### src/rtl/vertical_counter_generator.sv
// vertical_counter_generator: VGA line counter with VSYNC, active flag, /SCALE row index and frame pulse.
// Optional macro VER_FRAME_CNT_EN adds an 8-bit frame counter output frame_cnt.
module vertical_counter_generator #(
   parameter int V_TOTAL     = 521,
   parameter int V_SYNC      = 2,
   parameter int V_ACT_START = 31,
   parameter int V_ACT       = 480,
   parameter int SCALE       = 5
) (
   input  logic       clk,
   input  logic       reset,
   input  logic       new_line,
   output logic [9:0] ver_cnt,
   output logic [6:0] scl_ver_cnt,
   output logic       VSYNC,
   output logic       v_active,
   output logic       new_frame
`ifdef VER_FRAME_CNT_EN
   ,
   output logic [7:0] frame_cnt
`endif
);
   localparam logic [9:0] LAST      = 10'(V_TOTAL - 1);
   localparam logic [9:0] SYNC_END  = 10'(V_SYNC);
   localparam logic [9:0] ACT_FIRST = 10'(V_ACT_START);
   localparam logic [9:0] ACT_LAST  = 10'(V_ACT_START + V_ACT - 1);
   localparam logic [2:0] SUB_LAST  = 3'(SCALE - 1);

   logic [9:0] ver_cnt_q, ver_cnt_d, line_nxt;
   logic [6:0] scl_q, scl_d;
   logic [2:0] int_cnt_q, int_cnt_d;
   logic       vsync_q, vsync_d, v_active_q, v_active_d, new_frame_q, new_frame_d;
   logic       wrap, hold, restart, roll;
`ifdef VER_FRAME_CNT_EN
   logic [7:0] frame_cnt_q, frame_cnt_d;
`endif

   always_comb begin
      wrap        = ver_cnt_q == LAST;
      line_nxt    = wrap ? '0 : ver_cnt_q + 10'd1;
      ver_cnt_d   = new_line ? line_nxt : ver_cnt_q;
      new_frame_d = new_line && wrap;
      vsync_d     = ver_cnt_q >= SYNC_END;
      v_active_d  = (ver_cnt_d >= ACT_FIRST) && (ver_cnt_d <= ACT_LAST);
      // row index freezes at its last value through the trailing blanking lines
      hold        = !new_line || (line_nxt > ACT_LAST);
      restart     = line_nxt <= ACT_FIRST;
      roll        = int_cnt_q == SUB_LAST;
      int_cnt_d   = hold ? int_cnt_q : (restart || roll) ? '0 : int_cnt_q + 3'd1;
      scl_d       = hold ? scl_q : restart ? '0 : roll ? scl_q + 7'd1 : scl_q;
`ifdef VER_FRAME_CNT_EN
      frame_cnt_d = frame_cnt_q + 8'(new_frame_d);
`endif
   end

   always_ff @(posedge clk or posedge reset) begin
      if (reset) begin
         ver_cnt_q   <= '0;
         scl_q       <= '0;
         int_cnt_q   <= '0;
         vsync_q     <= 1'b0;
         v_active_q  <= 1'b0;
         new_frame_q <= 1'b0;
`ifdef VER_FRAME_CNT_EN
         frame_cnt_q <= '0;
`endif
      end else begin
         ver_cnt_q   <= ver_cnt_d;
         scl_q       <= scl_d;
         int_cnt_q   <= int_cnt_d;
         vsync_q     <= vsync_d;
         v_active_q  <= v_active_d;
         new_frame_q <= new_frame_d;
`ifdef VER_FRAME_CNT_EN
         frame_cnt_q <= frame_cnt_d;
`endif
      end
   end

   assign ver_cnt     = ver_cnt_q;
   assign scl_ver_cnt = scl_q;
   assign VSYNC       = vsync_q;
   assign v_active    = v_active_q;
   assign new_frame   = new_frame_q;
`ifdef VER_FRAME_CNT_EN
   assign frame_cnt   = frame_cnt_q;
`endif
endmodule

### config.mk
export PLATFORM = sky130hd
export DESIGN_NAME = vertical_counter_generator
export DESIGN_NICKNAME = d
export VERILOG_FILES = /design/src/rtl/vertical_counter_generator.sv
export SDC_FILE = /design/constraint.sdc
export NUM_CORES = 1
export LEC_CHECK = 0
export CORE_MARGIN = 10
export CORE_UTILIZATION = 45
export CTS_CLUSTER_DIAMETER = 40
export DETAILED_ROUTE_END_ITERATION = 7
export PLACE_DENSITY = 0.68
export SLEW_MARGIN = 20
export SYNTH_ARGS = -nofsm -noshare
export SYNTH_HDL_FRONTEND = slang
export SYNTH_SLANG_ARGS = --single-unit
export TNS_END_PERCENT = 1
### constraint.sdc
create_clock -name clk -period 4.2 [get_ports clk]
set_input_delay 0.84 -clock clk [delete_from_list [all_inputs] [get_ports clk]]
set_output_delay 0.84 -clock clk [all_outputs]
set_load 0.1 [all_outputs]
Word-level counts from Yosys, hierarchy flattened
Cells that the tools add are included.
- register bits: 23
- input port bits: 3
- logic and storage cells: 29
- add/subtract/negate cells: 3
- $lt $le $gt $ge: 5
- eq/ne operators: 2
- mux-type cells: 5
- bitwise operators: 1
- reductions and logical operators: 7
- operator list (kind ; count):
    two-way mux 10 bit ; 2
    two-way mux 7 bit ; 2
    adder 10 x 1 -> 10 bit, second input constant ; 1
    equality test 10 bit, second input constant ; 1
    greater-or-equal comparator 10 x 2 -> 1 bit, second input constant ; 1
    greater-or-equal comparator 10 x 5 -> 1 bit, second input constant ; 1
    > comparator 10 x 9 -> 1 bit, second input constant ; 1
    <= comparator 10 x 5 -> 1 bit, second input constant ; 1
    <= comparator 10 x 9 -> 1 bit, second input constant ; 1
    adder 7 x 1 -> 7 bit, second input constant ; 1
    adder 3 x 1 -> 3 bit, second input constant ; 1
    equality test 3 bit, second input constant ; 1
    two-way mux 3 bit ; 1
    logical AND 1 bit ; 2
    logical OR 1 bit ; 2
    AND reduction 2 bit ; 1
    nonzero test 2 bit ; 1
    zero test 1 bit ; 1
    inverter 1 bit ; 1

Depth between registers and ports, before layout
- depth in word-level cells: 6
- gate-level depth with buffers: 9
- depth with buffers taken out: 8

Least setup slack after synthesis
No wires, ideal clock.
- path type: reg2reg
- from: register ver_cnt_q[1] (netlist: ver_cnt[1])
- to: register scl_q[0] (netlist: scl_ver_cnt[0])
- library setup time: 0.123 ns
- data arrival time: 2.649 ns
- path slack: 1.428 ns
- cell stages (with the launch flop): 9
- path buffers: 1
- clock period less this slack: 2.772 ns
- cells stage by stage: dfrtp_1 ha_1 nand4_1 xor2_1 o22ai_1 nand3_2 or2_1 buf_6 a32o_1
- longest elaborated chain between the ends: 6
- RTL lines (element ; line ; RTL):
    from (decl) ; 29 ; logic [9:0] ver_cnt_q, ver_cnt_d, line_nxt;
    from (signal assigned) ; 68 ; ver_cnt_q <= ver_cnt_d;
    adder 10 x 1 -> 10 bit or equality test 10 bit (tied branches) ; 40, 39 ;
    two-way mux 10 bit * ; 40 ; line_nxt = wrap ? '0 : ver_cnt_q + 10'd1;
    > comparator 10 x 9 -> 1 bit ; 46 ; hold = !new_line || (line_nxt > ACT_LAST);
    logical OR 1 bit ; 46 ;
    inverter 1 bit (no line) ; n/a ;
    AND reduction 2 bit (no line) ; n/a ;
    to (signal assigned) ; 69 ; scl_q <= scl_d;
    to (decl) ; 30 ; logic [6:0] scl_q, scl_d;
Mark *: on every way between the ends. The rest lies on a longest branch, timed or not.
A chain may end at the register's enable or synchronous reset.

Final worst setup path
- from: register ver_cnt_q[0] (netlist: ver_cnt[0])
- to: output ver_cnt[0]
- RTL lines (element ; line ; RTL):
    to (decl) ; 13 ; output logic [9:0] ver_cnt,
No word-level cell between the ends.

==> results_dict.tcl <==
set metrics [dict create \
    status "finished, final reports clean" \
    grt_pass1_vias 1356 \
    ys_seq_elements 23 \
    r2r_start "ver_cnt[0]" \
    setup.worst_path.start_class "flip-flop" \
    drt_pass1_iterations 4 \
    cts.sinks 23 \
    r2r_cells 7 \
    syn-cell-area_um2 1677 \
    setup_viol 0 \
    drv_slew 0 \
    skew_ns 0.004146 \
    insertedDiodeCount 0 \
    yosysWarnings 0 \
    highest_layer "met4" \
    grt_max_degree 24 \
    grt_pass1_wl_um 6527 \
    synthArstFlopShare 1.000 \
    max-slew-margin-rel 0.3465 \
    whs_ns 0.5712 \
    holdPathStages 1 \
    finalCritPeriodShare 0.7023 \
    fmax_mhz 339.0 \
    worstPathRequired_ns 3.36 \
    dp_hpwl_um 2793 \
    powerDensity_nw_per_um2 598.5 \
    crit_arrival_ns 2.11 \
    cap_viol_max_count 0 \
    cts_hold_buf 0 \
    clockBufferDepth 2 \
    dieArea_um2 6567 \
    antenna_found_initial 0 \
    clk_pin_slew_ns 0.09 \
    synth_ff_type "dfrtp_1" \
    min_path_type "reg -> reg" \
    postCtsSetupRepairBufs 0 \
    cts_buffers 3 \
    met2WireLength_um 1781 \
    drc 0 \
    viasPerCell 5.869 \
    rrSetupSlack_ns 1.53 \
    wl_um 3788 \
    boundaryPins 23 \
    gp_congestion 0.8589 \
    cpLargestDelayFamily "buffers and inverters" \
    drive_gt1_frac 0.1015 \
    die_w_um 81.04 \
    insertion_delay_ns 0.27 \
    dr_wl_met3_um 311 \
    setup_ws_ns 1.250 \
    portBuffers 22 \
    syn-num-nets 192 \
    tightest_slew_ns 0.9772 \
    core_area_um2 3633 \
    synth_edf_count 0 \
    cts_root_buffer "clkbuf_8" \
    die_y_um 81.04 \
    hp-start "int_cnt_q[2]" \
    dr_total_vias 1438 \
    nets 208 \
    hold_end "int_cnt_q[2]" \
    pre_cts_ws_ns 1.466 \
    synth_cells 182 \
    path_cells "clkdlybuf4s50_1" \
    path_buf_inv 1 \
    hold_viol_final 0 \
    cts_tree "yes" \
    start_util 0.4614 \
    slowest_stage "clkdlybuf4s50_1" \
    fin_tns_setup_ns 0 \
    grt_overflow_total 0 \
    p_leak_nw 0.7947 \
    r2r-end "scl_ver_cnt[0]" \
    ctsResizeCount 0 \
    area_growth_pct 13.66 \
    rsz0062_at_grt "false" \
    critical_path.max_stage_delay_ns 1.22 \
    wl_per_cell_um 15.46 \
    critPathKind "reg -> out" \
    rows 22 \
    htree_levels 1 \
    fillers 356 \
    synth_seq_area_share 0.3433 \
    yosysUniqueCellTypes 55 \
    ir_drop_v 0.0001840 \
    drt_iter0_drc 177 \
    grt_usage 0.1197 \
    post-route-min-period_ns 2.950 \
    wl_met1_um 1666 \
    syn_avg_cell_area_um2 9.212 \
    ant_nets 0 \
    endpoint_kind "output pin" \
    cp_max_fo 14 \
]
[layer usage]
layer,GRT usage,vias to the layer above
met3,0.03201,4
met2,0.1847,48
met1,0.1617,695
met5,0,-
li1,-,691
met4,0.03114,0
[Yosys cell counts, types with 3 or more instances]
library cell  count  share of area
ha_1              7          0.052
a21oi_1           7          0.021
o21ai_0           9          0.027
xnor2_1           5          0.026
buf_6             6          0.040
mux2i_1           5          0.030
a32o_1            5          0.030
nand3_1          15          0.045
nor2_1           14          0.031
inv_1            12          0.027
dfrtp_1          23           0.34
nand4_1           4          0.015
nand2_1          15          0.034
nor3_1            3         0.0090
[layout make-up]
type,count,area (um^2),area share
well taps,48,60.06,0.03152
clock inverters,1,5.005,0.002626
flip-flops and latches,23,575.6,0.3020
inverters,12,45.04,0.02364
clock buffers,3,41.29,0.02167
repair buffers,22,220.2,0.1156
multi-input cells,136,958.4,0.5030
[worst max path at each step]
stage	startpoint	to	slack, ns	depth (start not counted)
6_report	ver_cnt[0]	ver_cnt[0]	1.25	1
5_1_grt	ver_cnt[0]	ver_cnt[0]	1.17	1
4_1_cts	ver_cnt[0]	ver_cnt[0]	1.25	1
3_5_place_dp	new_line	v_active	1.47	7
3_3_place_gp	new_line	v_active	1.54	7
2_1_floorplan	ver_cnt[1]	scl_ver_cnt[0]	1.43	8
[flip-flops by register name, summed over array words and instances (netlist names)]
register	count
VSYNC	1
int_cnt_q	3
new_frame	1
scl_ver_cnt	7
v_active	1
ver_cnt	10
[stage by stage]
stage,utilization,cell area [um^2],std cells,power [W]
after CTS,0.5244,1906,245,0.001144
after global routing,0.5244,1906,245,0.001208
after global placement,0.5117,1859,241,0.0009886
after detailed placement,0.5117,1859,241,0.001002
final,0.5244,1906,245,0.001141
after floorplan,-,1677,182,0.0008971
[where the power goes]
part | internal (W) | switching [W] | total, W
clock network | 0.0000663 | 0.0000769 | 0.000143
logic | 0.000169 | 0.000444 | 0.000613
registers | 0.000273 | 0.000111 | 0.000384
[placed cells by master, fill, tap and decap left out, types with 7 or more instances in the layout]
cell type and instances:
o21ai_0 9, nand2_1 15, nand3_1 15, clkdlybuf4s50_1 22
inv_1 12, a21oi_1 7, dfrtp_1 23, ha_1 7
nor2_1 14
[cell families after synthesis]
family,Yosys count,synth area share
muxes,5,0.02985
DFF,23,0.3433
and+or+nand+nor,75,0.2485
xor gates and xnor gates,6,0.03134
adders and majority gates,7,0.05224
AOI/OAI and AO/OA,43,0.2097
buffers and inverters,23,0.08506
(Power assumes the default switching activity.)
